`src/rtl/hash_sched_pkg.sv`:
```
// hash_sched_pkg: opcodes, scheduler states and digest sizes shared by the hash job scheduler.
package hash_sched_pkg;
    typedef enum logic [1:0] {OP_MD5 = 2'b00, OP_SHA1 = 2'b01, OP_SHA256 = 2'b10, OP_ILLEGAL = 2'b11} opcode_t;
    typedef enum logic [2:0] {S_IDLE, S_ISSUE, S_SETTLE, S_BUSY, S_COMPLETE} state_t;
    localparam int MD5_WORDS = 4;
    localparam int SHA1_WORDS = 5;
    localparam int SHA256_WORDS = 8;
endpackage

```
`src/rtl/hash_job_scheduler_rr_arbiter.sv`:
```
// rr_arbiter: one-hot round-robin pick, searching upward from ptr with wrap.
module rr_arbiter #(
    parameter int N = 4
) (
    input  logic [N-1:0] req,
    input  logic [2:0]   ptr,
    output logic [N-1:0] grant
);
    always_comb begin
        grant = '0;
        for (int k = N - 1; k >= 0; k--)
            for (int i = 0; i < N; i++)
                if (req[i] && i == (int'(ptr) + k) % N) begin
                    grant = '0;
                    grant[i] = 1'b1;
                end
    end
endmodule

```
`src/rtl/hash_job_scheduler.sv`:
```
// hash_job_scheduler: round-robin sharing of one hash processor among NUM_REQ requesters.
// HASH_SCHED_TIMEOUT_EN adds a BUSY watchdog of TIMEOUT_CYCLES cycles.
module hash_job_scheduler
    import hash_sched_pkg::*;
#(
    parameter int NUM_REQ        = 4,
    parameter int TIMEOUT_CYCLES = 65536
) (
    input  logic                     clk,
    input  logic                     reset,
    input  logic [NUM_REQ-1:0]       req,
    input  logic [NUM_REQ-1:0][1:0]  req_opcode,
    input  logic [NUM_REQ-1:0][31:0] req_message_addr,
    input  logic [NUM_REQ-1:0][31:0] req_size,
    input  logic [NUM_REQ-1:0][31:0] req_output_addr,
    output logic [NUM_REQ-1:0]       req_grant,
    output logic [NUM_REQ-1:0]       req_done,
    output logic [NUM_REQ-1:0]       req_err,
    output logic                     hp_start,
    output logic [1:0]               hp_opcode,
    output logic [31:0]              hp_message_addr,
    output logic [31:0]              hp_size,
    output logic [31:0]              hp_output_addr,
    input  logic                     hp_done,
    output logic                     busy,
    output logic [2:0]               active_id
);
    if (NUM_REQ < 2 || NUM_REQ > 8 || TIMEOUT_CYCLES < 1) begin : g_bad_param
        $error("hash_job_scheduler: parameter out of range");
    end
    state_t state, state_nx;
    logic [2:0] ptr, sel_id;
    logic [NUM_REQ-1:0] sel, grant_q, err_q;
    logic [1:0] sel_op;
    logic [31:0] sel_ma, sel_sz, sel_oa;
    logic timeout;
    // a requester sees its grant one cycle late, so it is masked for that cycle
    rr_arbiter #(.N(NUM_REQ)) u_arb (.req(req & ~grant_q), .ptr(ptr), .grant(sel));
    always_comb begin
        sel_id = '0;
        sel_op = '0;
        sel_ma = '0;
        sel_sz = '0;
        sel_oa = '0;
        for (int i = 0; i < NUM_REQ; i++)
            if (sel[i]) begin
                sel_id = 3'(i);
                sel_op = req_opcode[i];
                sel_ma = req_message_addr[i];
                sel_sz = req_size[i];
                sel_oa = req_output_addr[i];
            end
    end
`ifdef HASH_SCHED_TIMEOUT_EN
    logic [31:0] cnt;
    always_ff @(posedge clk or posedge reset)
        if (reset) cnt <= '0;
        else cnt <= (state == S_BUSY) ? cnt + 32'd1 : '0;
    assign timeout = state == S_BUSY && !hp_done && cnt == 32'(TIMEOUT_CYCLES - 1);
`else
    assign timeout = 1'b0;
`endif
    always_comb begin
        state_nx = state;
        case (state)
            S_IDLE:   state_nx = (|sel && sel_op != OP_ILLEGAL) ? S_ISSUE : S_IDLE;
            S_ISSUE:  state_nx = S_SETTLE;
            S_SETTLE: state_nx = S_BUSY;
            S_BUSY:   state_nx = hp_done ? S_COMPLETE : timeout ? S_IDLE : S_BUSY;
            default:  state_nx = S_IDLE;
        endcase
    end
    always_ff @(posedge clk or posedge reset)
        if (reset) begin
            state           <= S_IDLE;
            ptr             <= '0;
            active_id       <= '0;
            grant_q         <= '0;
            err_q           <= '0;
            hp_opcode       <= '0;
            hp_message_addr <= '0;
            hp_size         <= '0;
            hp_output_addr  <= '0;
        end else begin
            state   <= state_nx;
            grant_q <= (state == S_IDLE) ? sel : '0;
            err_q   <= (state == S_IDLE && sel_op == OP_ILLEGAL) ? sel : '0;
            if (state == S_IDLE && |sel) begin
                ptr <= (sel_id == 3'(NUM_REQ - 1)) ? 3'd0 : sel_id + 3'd1;
                if (sel_op != OP_ILLEGAL) begin
                    active_id       <= sel_id;
                    hp_opcode       <= sel_op;
                    hp_message_addr <= sel_ma;
                    hp_size         <= sel_sz;
                    hp_output_addr  <= sel_oa;
                end
            end
        end
    always_comb begin
        req_done = '0;
        req_err  = err_q;
        for (int i = 0; i < NUM_REQ; i++) begin
            req_done[i] = state == S_COMPLETE && active_id == 3'(i);
            if (timeout && active_id == 3'(i)) req_err[i] = 1'b1;
        end
    end
    assign req_grant = grant_q;
    assign hp_start  = state == S_ISSUE;
    assign busy      = state != S_IDLE;
endmodule

```
`config.mk`:
```
export PLATFORM = sky130hd
export DESIGN_NAME = hash_job_scheduler
export DESIGN_NICKNAME = d
export VERILOG_FILES = /design/src/rtl/hash_sched_pkg.sv /design/src/rtl/hash_job_scheduler_rr_arbiter.sv /design/src/rtl/hash_job_scheduler.sv
export SDC_FILE = /design/constraint.sdc
export NUM_CORES = 1
export LEC_CHECK = 0
export CAP_MARGIN = 30
export CORE_AREA = 2 2 199 201
export DETAILED_ROUTE_END_ITERATION = 10
export DIE_AREA = 0 0 201 203
export PLACE_DENSITY_LB_ADDON = 0.3
export SYNTH_ARGS = -nofsm -noshare
export SYNTH_HDL_FRONTEND = slang
export SYNTH_SLANG_ARGS = --single-unit
```
`constraint.sdc`:
```
create_clock -name clk -period 4.9 [get_ports clk]
set_input_delay 1.225 -clock clk [delete_from_list [all_inputs] [get_ports clk]]
set_output_delay 1.225 -clock clk [all_outputs]
set_load 0.01 [all_outputs]
```
==> parameters.txt, run 1 <==
Parameter                              Value

Place
  Post-placement worst setup slack ... 582 ps
  Number of port buffers ... 512
  Placed insts ... 1622
  Final HPWL from detailed placement ... 24400 um
  Gpl congestion ... 0.874

Clock network
  Number of buffers added by the clock tree synthesis step ... 17
  Maximum level of the CTS H-tree ... 4
  Post-CTS Repair Setup Buffers ... 0
  TritonCTS Sinks ... 113
  Number of hold-repair buffers added at the cts stage ... 0
  Clock transition at the registers of the reported paths ... 60 ps
  Maximum buffer depth of the clock tree ... 2
  Number of instances resized during post-cts repair ... 0
  Root Buffer Master ... clkbuf_16
  TritonCTS clock tree ... done
  Clock insertion delay at the later pin of the skew report ... 410 ps

Detailed routing
  Routed Wire Length ... 32400 um
  Antenna-violating nets left ... 0
  First DRT Iteration DRCs ... 753
  Number of iterations in the first detailed-routing pass ... 10
  Via count ... 7532
  Via count normalized by instance count ... 4.55
  Average detailed-routed wire length per instance ... 19.6 um
  Number of design rule violations left after detail routing ... 0

Logic synthesis
  Number of register bits inferred by synthesis ... 113
  Part of the Yosys area used for sequential elements ... 39.2%
  Number of nets produced by synthesis ... 1052
  Post-synthesis share of cell area spent on xor and xnor gates ... 0.121%
  Share of the synthesized area in compound gates (AO/OA/AOI/OAI) ... 34.4%
  Number of enable flip-flop cells after synthesis ... 0
  Fraction of the mapped netlist area in adder cells ... 0%
  Total standard cell area after synthesis ... 0.00722 mm^2
  Total number of yosys warnings ... 0
  Combinational family with the most area after synthesis ... compound AO/OA/AOI/OAI gates
  Simple-gate share of the synthesized area ... 8.79%
  Count of distinct cell types in the synthesized netlist ... 50
  Most used flip-flop cell after synthesis ... dfrtp_1
  Proportion of synthesized flip-flops having asynchronous set or reset ... 100%
  Average cell area after synthesis ... 11.1 um^2
  Multiplexer share of the synthesized area ... 11.1%
  Synthesized netlist cell count ... 653

Setup path
  Signal arrival time at the worst endpoint ... 4210 ps
  Crit path required time ... 5190 ps
  Setup crit end kind ... register
  CP startpoint kind ... input port
  Critical path class ... in -> reg
  Largest driver fanout on the critical path ... 34
  Worst reg2reg setup slack ... 1900 ps

Final layout
  Count of filler cells inserted in the layout ... 3894
  Fraction of final layout cells with drive strength greater than 1 ... 13.1%
  Final Non-Filler Cells ... 1655
  Net count of the finished layout ... 1522
  Area grow syn2layout ... 86.1%

Global routing
  Fraction of met2 tracks used by global routing ... 26.2%
  Number of antenna violations at the first check in global routing ... 1
  Fraction of met3 tracks used by global routing ... 5.46%
  Via count of the first global-routing pass ... 8016
  Overall track demand over capacity in global routing ... 15.3%
  Total grt overflow ... 0
  Maximum number of pins on one net before global-route repair ... 108
  Met1 routing resource usage after global routing ... 17.6%
  GRT busiest layer ... met2
  Wire length of the first global-routing pass ... 48200 um

Timing
  Total negative slack ... 0 ps
  Final hold violation count ... 0
  Final cycle utilization of the critical path ... 80.1%
  Setup repair after global routing missed its margin ... no
  Least-Margin Pin Slew ... 809 ps
  Final worst setup slack ... 975 ps
  Max-slew violation total from the final report ... 0
  Fin Clk Skew ... 9.42 ps
  Minimum period implied by the final worst setup slack ... 3920 ps
  Final setup vio count ... 0
  Highest Clock Rate ... 0.255 GHz
  Slew headroom ... 46.1%

Power
  Leakage power of the design ... 0.00490 uW
  Power Density ... 564 mW/mm^2
  Max rail drop VDD ... 0.376 mV

Die
  DIE HEIGHT ... 203 um
  Die width ... 201 um
  Placeable core region ... 0.0385 mm^2
  Standard-cell rows ... 72
  Die Footprint ... 0.0408 mm^2
  Number of primary I/O pins ... 514
  Initial core utilization ... 18.8%

Outcome
  Result of the run ... completed

Job
  Number of max-cap violations ... 0

Min path
  Worst min path class ... reg -> reg
report_power, final:
group | switching, uW | internal, uW | total, uW
registers | 281 | 1380 | 1660
clock network | 495 | 910 | 1400
logic | 2180 | 2330 | 4520
layout make-up:
type | instances | area (um^2) | area share (%)
multi-input combinational | 463 | 4000 | 29.7
timing repair buffer | 524 | 5290 | 39.4
clock buffer | 21 | 480 | 3.58
sequential | 113 | 2830 | 21.0
clock inverter | 11 | 176 | 1.31
inverter | 4 | 17.5 | 0.130
tap | 518 | 648 | 4.82
antenna | 1 | 2.50 | 0.0186
cell families (layout without fill, tap and decap cells):
logic type             after synthesis  count (layout)
AND/OR/NAND/NOR                    146             146
flip-flops                         113             113
AO/OA/AOI/OAI                      260             260
XOR/XNOR                             1               1
buffers and inverters               77             560
other                                1               2
multiplexers                        55              55
routing by layer:
metal	vias to the layer above	wire length (um)
met4	0	765
met2	398	15900
li1	3531	-
met1	3570	12800
met5	-	0
met3	33	2980
sequential cells by signal, summed over array words and instances (netlist names):
signal	count
ptr	2
hp_output_addr	32
hp_message_addr	32
req_err	4
hp_size	32
active_id	2
state	3
hp_opcode	2
req_grant	4
worst max-delay path, stage by stage:
cell             delay, ps
clkdlybuf4s50_1        480
nor2b_1                440
nor2_1                 210
o221a_4                350
mux2i_1                200
a221o_2                190
and2_4                 180
buf_4                  520
mux2_4                 350
cells in the final DEF, fill, tap and decap left out, types with 5 or more instances in the layout:
cell type / synthesis / layout
nand2_1: 106 / 106
a31oi_1: 5 / 5
a222oi_1: 96 / 96
a31oi_4: 39 / 39
nor2b_1: 6 / 6
dfrtp_1: 113 / 113
buf_12: 4 / 6
clkdlybuf4s50_1: 0 / 512
clkbuf_16: 0 / 17
mux2_4: 50 / 50
a21oi_1: 50 / 49
buf_4: 3 / 6
nor2_1: 14 / 14
o21ai_0: 53 / 53
Yosys cell counts, types with 2 or more instances:
library cell | instances | area [um^2]
a21oi_1 | 50 | 250
nor2_1 | 14 | 52.6
a21o_1 | 2 | 15.0
a222oi_1 | 96 | 961
buf_4 | 3 | 22.5
buf_2 | 3 | 15.0
dfrtp_1 | 113 | 2830
a31oi_1 | 5 | 31.3
mux2_4 | 50 | 751
buf_12 | 4 | 80.1
buf_8 | 5 | 75.1
nor2b_1 | 6 | 37.5
o21ai_0 | 53 | 265
inv_1 | 3 | 11.3
nand2_1 | 106 | 398
a31oi_4 | 39 | 830
clkbuf_1 | 53 | 199
mux2_1 | 3 | 33.8
o21ai_1 | 2 | 10.0
buf_6 | 4 | 45.0
nor3b_1 | 3 | 22.5
mux2i_1 | 2 | 20.0
nand3_1 | 3 | 15.0
nand2b_1 | 4 | 25.0
nor3_1 | 2 | 10.0
worst paths after layout:
check | startpoint | end | cells past startpoint
worst max register to register | req_grant[1] | hp_message_addr[26] | 8
worst max-delay path | req[1] | hp_message_addr[26] | 9
min in group asynchronous | reset | hp_message_addr[4] | 2
worst min register to register | hp_size[8] | hp_size[8] | 1
max in group asynchronous | reset | hp_output_addr[31] | 3
worst min-delay path | hp_size[8] | hp_size[8] | 1
through the flow:
step | hold slack, ps | total power, uW | util, % | cell area, um^2
after floorplan | 527 | 4490 | - | 7220
after global placement | 475 | 6210 | 33.2 | 12800
after detailed placement | 483 | 6250 | 33.2 | 12800
after CTS | 497 | 7720 | 34.9 | 13400
after global routing | 514 | 8060 | 34.9 | 13400
final | 492 | 7580 | 34.9 | 13400
(Power assumes the default switching activity.)
==> run 2: changes to the inputs <==
==> constraint.sdc (replaced) <==
create_clock -name clk -period 3.45 [get_ports clk]
set_input_delay 0.8625 -clock clk [delete_from_list [all_inputs] [get_ports clk]]
set_output_delay 0.8625 -clock clk [all_outputs]
set_load 0.01 [all_outputs]
==> run 2 against run 1 <==
Final area is 1.8% higher. Largest cell class unchanged. Power is 43% higher. Routed wire length rose by 1.1%. Combinational power increased by 48%. Via count increased by 1.5%. Flip-flop and latch count unchanged. Clock power grew 27%.
==> parameters.txt, run 2 (same netlist as run 1, synthesis figures left out) <==
Parameter                              Value

Outcome
  Result of the run ... completed

Global routing
  Wire length of the first global-routing pass ... 48600 um
  Total grt overflow ... 0
  Overall track demand over capacity in global routing ... 15.7%
  Number of antenna violations at the first check in global routing ... 4
  Maximum number of pins on one net before global-route repair ... 114
  Via count of the first global-routing pass ... 8069

Power
  Power Density ... 795 mW/mm^2
  P_int ... 6630 uW
  Clk pwr share ... 16.4%
  Max rail drop VDD ... 0.312 mV
  Switching power ... 4240 uW
  Sequential share of power ... 21.9%
  Switching share of power ... 39.0%
  Combinational cell fraction of total power ... 61.7%
  Leakage power of the design ... 0.00505 uW

Die
  Die width ... 201 um
  DIE HEIGHT ... 203 um
  Number of primary I/O pins ... 514
  Die Footprint ... 0.0408 mm^2
  Standard-cell rows ... 72
  Initial core utilization ... 18.8%
  Placeable core region ... 0.0385 mm^2

Detailed routing
  Number of iterations in the first detailed-routing pass ... 9
  Average detailed-routed wire length per instance ... 19.4 um
  Antenna-violating nets left ... 0
  Via count normalized by instance count ... 4.53
  Number of design rule violations left after detail routing ... 0
  Via count ... 7645
  First DRT Iteration DRCs ... 816
  Routed Wire Length ... 32800 um

Setup path
  Signal arrival time at the worst endpoint ... 3330 ps
  Largest driver fanout on the critical path ... 10
  Crit path required time ... 3760 ps
  Crit Reg-Reg Startpoint ... ptr[1]
  CP startpoint kind ... input port
  Critical register-to-register path endpoint ... hp_message_addr[27]
  Critical path class ... in -> reg
  R2R cell count ... 8
  Setup crit end kind ... register
  Worst reg2reg setup slack ... 830 ps
  Worst setup path startpoint ... req[2]

Final layout
  Fraction of final layout cells with drive strength greater than 1 ... 15.3%
  Leading cell type in the layout, fill and taps excluded ... clkdlybuf4s50_1
  Final core occ ... 35.5%
  Final standard cell area without fillers ... 0.0137 mm^2
  Top library cells by usage in the layout, fill and taps aside ... clkdlybuf4s50_1, dfrtp_1, nand2_1
  Net count of the finished layout ... 1554
  Leading registers by flop count ... hp_message_addr (32), hp_output_addr (32), hp_size (32)
  Area grow syn2layout ... 89.4%

Timing
  Setup repair after global routing missed its margin ... no
  Total negative slack ... 0 ps
  Final setup vio count ... 0
  Fin Clk Skew ... 11.6 ps
  Final hold violation count ... 0
  Minimum period implied by the final worst setup slack ... 3030 ps
  Final cycle utilization of the critical path ... 87.7%
  Least-Margin Pin Slew ... 685 ps
  Max-slew violation total from the final report ... 0
  Highest Clock Rate ... 0.330 GHz
  Slew headroom ... 54.3%

Clock network
  Maximum buffer depth of the clock tree ... 2
  Maximum level of the CTS H-tree ... 4
  Clock insertion delay at the later pin of the skew report ... 430 ps
  Number of hold-repair buffers added at the cts stage ... 0
  Clock transition at the registers of the reported paths ... 60 ps
  Number of buffers added by the clock tree synthesis step ... 17
  Root Buffer Master ... clkbuf_16
  Post-CTS Repair Setup Buffers ... 0
  TritonCTS clock tree ... done
  Number of instances resized during post-cts repair ... 0
  TritonCTS Sinks ... 113

Place
  Number of port buffers ... 512
  Placed Instance Area ... 0.0131 mm^2
  Gpl congestion ... 0.901
  Final HPWL from detailed placement ... 25400 um

Job
  Number of max-cap violations ... 0

Min path
  Min-Delay Path Depth ... 2
  End of the worst hold path ... hp_opcode[0]
  Worst min path class ... reg -> reg
  Source of the worst hold timing path ... hp_opcode[0]
## run 2: changes by cell type in the layout (fill, tap and decap cells not counted), sizes merged
cell,delta
buf,+32
bufinv,-2
clkbuf,+1
clkinv,+4
clkinvlp,-1
diode,+2
inv,-2
## run 2: final cells by class
type	instances	area [um^2]
fill	3910	24800
timing repair buffer	556	5590
multi-input combinational	463	4000
sequential	113	2830
tap	518	648
clock buffer	22	474
clock inverter	10	109
inverter	4	18.8
antenna	3	7.51
## run 2: metrics by stage
step	power, uW	cells	hold slack (ps)	worst slack, ps
CTS	11100	1686	509	433
global route	11600	1689	518	266
finish	10900	1689	505	423
global placement	9150	1654	487	37.1
floorplan	6380	653	527	455
detailed placement	9200	1654	493	-1.44
## run 2: worst max path at each step
stage / cells after the start / to
after detailed placement: 10 / hp_size[30]
after floorplan: 11 / hp_message_addr[0]
final: 9 / hp_message_addr[27]
after global routing: 4 / req_done[1]
after CTS: 4 / req_done[1]
after global placement: 9 / hp_output_addr[28]
## run 2: worst max-delay path: stages
cell and delay, ps:
clkdlybuf4s50_1 490, nor2b_1 230, nor2_1 110, o221a_4 310
mux2i_1 160, a221o_2 380, and2_4 240, buf_4 220
mux2_4 310
## run 2: routing by layer
layer,up-vias,wire (um),global-route usage [%]
li1,3600,-,-
met1,3616,12700,17.5
met2,395,16100,27.0
met3,32,3230,6.53
met4,2,748,5.32
met5,-,13,0
## run 2: power groups by stage
stage | Clock [uW] | Sequential, uW | Combinational, uW
detailed placement | 0 | 2410 | 6790
finish | 1780 | 2380 | 6710
global placement | 0 | 2400 | 6750
CTS | 1850 | 2400 | 6820
global route | 1910 | 2460 | 7220
floorplan | 0 | 2560 | 3820
==> run 3: changes to the inputs <==
--- a/config.mk
+++ b/config.mk
@@ -5,10 +5,12 @@
 export SDC_FILE = /design/constraint.sdc
 export NUM_CORES = 1
 export LEC_CHECK = 0
+export ABC_AREA = 1
 export CAP_MARGIN = 30
-export CORE_AREA = 2 2 199 201
+export CORE_AREA = 2 2 201 203
 export DETAILED_ROUTE_END_ITERATION = 10
-export DIE_AREA = 0 0 201 203
+export DIE_AREA = 0 0 203 205
+export GPL_TIMING_DRIVEN = 0
 export PLACE_DENSITY_LB_ADDON = 0.3
 export SYNTH_ARGS = -nofsm -noshare
 export SYNTH_HDL_FRONTEND = slang
==> run 3 against run 2 <==
Flip-flop and latch count unchanged. Fmax is 6.8% lower. Via count is 32% higher. Combinational power rose by 13%. Critical endpoint is now hp_size[16]. Largest cell class unchanged. Highest routed layer is now met4.
==> parameters.txt, run 3 <==
Parameter                              Value

Clock network
  Number of buffers added by the clock tree synthesis step ... 17
  Clock insertion delay at the later pin of the skew report ... 410 ps
  TritonCTS clock tree ... done
  Maximum level of the CTS H-tree ... 4
  TritonCTS Sinks ... 113
  Number of hold-repair buffers added at the cts stage ... 0
  Clock transition at the registers of the reported paths ... 60 ps
  Maximum buffer depth of the clock tree ... 2
  Root Buffer Master ... clkbuf_16

Logic synthesis
  Total standard cell area after synthesis ... 0.00736 mm^2
  Leading cell type by number of instances after synthesis ... nand2_1
  Number of nets produced by synthesis ... 1515
  Top cells by count, synth ... nand2_1, nand3_1, dfrtp_1, nand4_1, clkbuf_1
  Total number of yosys warnings ... 0
  Most used flip-flop cell after synthesis ... dfrtp_1
  Count of distinct cell types in the synthesized netlist ... 23
  Number of enable flip-flop cells after synthesis ... 0
  Cell types with the largest area share after synthesis ... dfrtp_1, nand2_1, nand3_1, nand4_1, clkbuf_1
  Part of the Yosys area used for sequential elements ... 38.4%
  Yosys top cell area share ... 38.4%
  Number of register bits inferred by synthesis ... 113
  Average cell area after synthesis ... 6.59 um^2
  Synthesized netlist cell count ... 1116
  Proportion of synthesized flip-flops having asynchronous set or reset ... 100%
  Largest area contributor in the netlist ... dfrtp_1

Detailed routing
  Via count ... 10100
  Antenna-violating nets left ... 0
  Average detailed-routed wire length per instance ... 19.1 um
  Routed Wire Length ... 41900 um
  Via count normalized by instance count ... 4.60
  First DRT Iteration DRCs ... 652
  Number of design rule violations left after detail routing ... 0
  Number of iterations in the first detailed-routing pass ... 5

Global routing
  Maximum number of pins on one net before global-route repair ... 40
  Wire length of the first global-routing pass ... 61800 um
  Number of antenna violations at the first check in global routing ... 2
  Overall track demand over capacity in global routing ... 19.6%
  Via count of the first global-routing pass ... 10400
  Total grt overflow ... 0

Final layout
  Top library cells by usage in the layout, fill and taps aside ... clkdlybuf4s50_1, nand2_1, nand3_1
  Fraction of final layout cells with drive strength greater than 1 ... 5.53%
  Leading cell type in the layout, fill and taps excluded ... clkdlybuf4s50_1
  Area grow syn2layout ... 88.6%
  Final core occ ... 35.3%
  Net count of the finished layout ... 2051
  Leading registers by flop count ... hp_message_addr (32), hp_output_addr (32), hp_size (32)
  Final Non-Filler Cells ... 2192

Job
  Number of max-cap violations ... 0

Die
  Die Footprint ... 0.0416 mm^2
  Initial core utilization ... 18.7%
  DIE HEIGHT ... 205 um
  Placeable core region ... 0.0394 mm^2
  Standard-cell rows ... 73
  Die width ... 203 um
  Number of primary I/O pins ... 514

Power
  Sum of internal, switching and leakage power ... 11700 uW
  Max rail drop VDD ... 0.299 mV
  Leakage power of the design ... 0.00599 uW
  Power Density ... 841 mW/mm^2

Setup path
  Crit path required time ... 3800 ps
  Critical register-to-register path endpoint ... hp_message_addr[14]
  Crit Reg-Reg Startpoint ... ptr[0]
  CP startpoint kind ... input port
  Signal arrival time at the worst endpoint ... 3590 ps
  Worst reg2reg setup slack ... 640 ps
  Largest driver fanout on the critical path ... 10
  Critical path class ... in -> reg
  R2R cell count ... 13
  Setup crit end kind ... register

Timing
  Slew headroom ... 50.9%
  Minimum period implied by the final worst setup slack ... 3250 ps
  Fin Clk Skew ... 16.7 ps
  Least-Margin Pin Slew ... 737 ps
  Max-slew violation total from the final report ... 0
  Setup repair after global routing missed its margin ... yes
  Highest Clock Rate ... 0.308 GHz
  Final cycle utilization of the critical path ... 94.1%
  Final hold violation count ... 0
  Final setup vio count ... 0

Min path
  Min-Delay Path Depth ... 1
  Worst min path class ... reg -> reg
  End of the worst hold path ... state[2]
  Source of the worst hold timing path ... state[2]

Outcome
  Result of the run ... completed

Place
  Placed insts ... 2156
  Number of port buffers ... 512
  Final HPWL from detailed placement ... 33200 um
  Gpl congestion ... 0.904
[run 3: changes by cell type after synthesis, moves of 39 or more]
cell and delta:
a21oi_1 -49, a222oi_1 -96, a31oi_4 -39, mux2_4 -50
nand2_1 +324, nand3_1 +297, nand4_1 +97, o21ai_0 -48
[run 3: cells by family (layout without fill, tap and decap cells)]
kind of cell           after synthesis  after routing  synth area share [%]
AOI/OAI and AO/OA                    8              8                 0.544
buffers and inverters              122            671                  7.36
DFF                                113            113                  38.4
other                                1              3                0.0510
and+or+nand+nor                    872            872                  53.6
[run 3: repair_timing]
action	4_1_cts	5_1_grt
setup buffers	2	0
endpoints found under the setup margin	99	89
pin swaps	1	0
endpoints found under the hold margin	0	0
resized for setup	7	17
[run 3: metrics by stage]
| step | hold slack [ps] | TNS, ps | instance area, um^2 | setup slack (ps) |
|---|---|---|---|---|
| floorplan | 432 | 0 | 7360 | 1000 |
| global placement | 446 | -74170 | 13100 | -937 |
| detailed placement | 467 | -67050 | 13200 | -963 |
| CTS | 477 | 0 | 13900 | 16.4 |
| global route | 496 | -46.6 | 13900 | -27.8 |
| finish | 474 | 0 | 13900 | 202 |
[run 3: worst max-delay path by stage]
stage	from	endpoint	slack, ps
floorplan	req[2]	hp_size[24]	1000
global placement	req[3]	hp_message_addr[19]	-940
detailed placement	req[3]	hp_message_addr[15]	-960
CTS	req[3]	hp_message_addr[14]	20
global route	req[2]	hp_size[16]	-30
finish	req[2]	hp_size[16]	200
[run 3: metal layers]
layer	wire length, um	global-route usage [%]	up-vias	share of wire [%]
met5	0	0	-	0
met4	1180	6.18	0	2.8
met3	2960	4.92	51	7.1
met2	21200	36.1	424	51
met1	16500	22.2	4768	39
li1	-	-	4848	-
[run 3: cell type report]
| cell class | count | area [um^2] |
|---|---|---|
| Multi-Input combinational cell | 881 | 4010 |
| Clock buffer | 18 | 439 |
| Timing Repair Buffer | 517 | 5200 |
| Clock inverter | 14 | 178 |
| Tap cell | 525 | 657 |
| Fill cell | 4251 | 25500 |
| Sequential cell | 113 | 2830 |
| Antenna cell | 2 | 5.00 |
| Inverter | 29 | 114 |
| Buffer | 93 | 450 |
[run 3: critical path, cell delays in order]
cell	delay (ps)
clkdlybuf4s50_1	480
nand2_1	120
inv_1	130
nand3_1	80
nand2_1	60
nand2_1	50
nand2_1	60
nand2_1	90
nand2_2	330
nand3_1	150
nand2_2	160
inv_2	50
nand2_2	280
buf_4	290
buf_4	210
nand3_1	90
nand2_1	70
[run 3: where the power goes]
part / total [uW] / leakage, uW / switching (uW) / internal, uW
clock: 1900 / 0.000290 / 728 / 1170
sequential: 2170 / 0.00147 / 310 / 1860
combinational: 7610 / 0.00423 / 4770 / 2840
total: 11700 / 0.00599 / 5810 / 5870
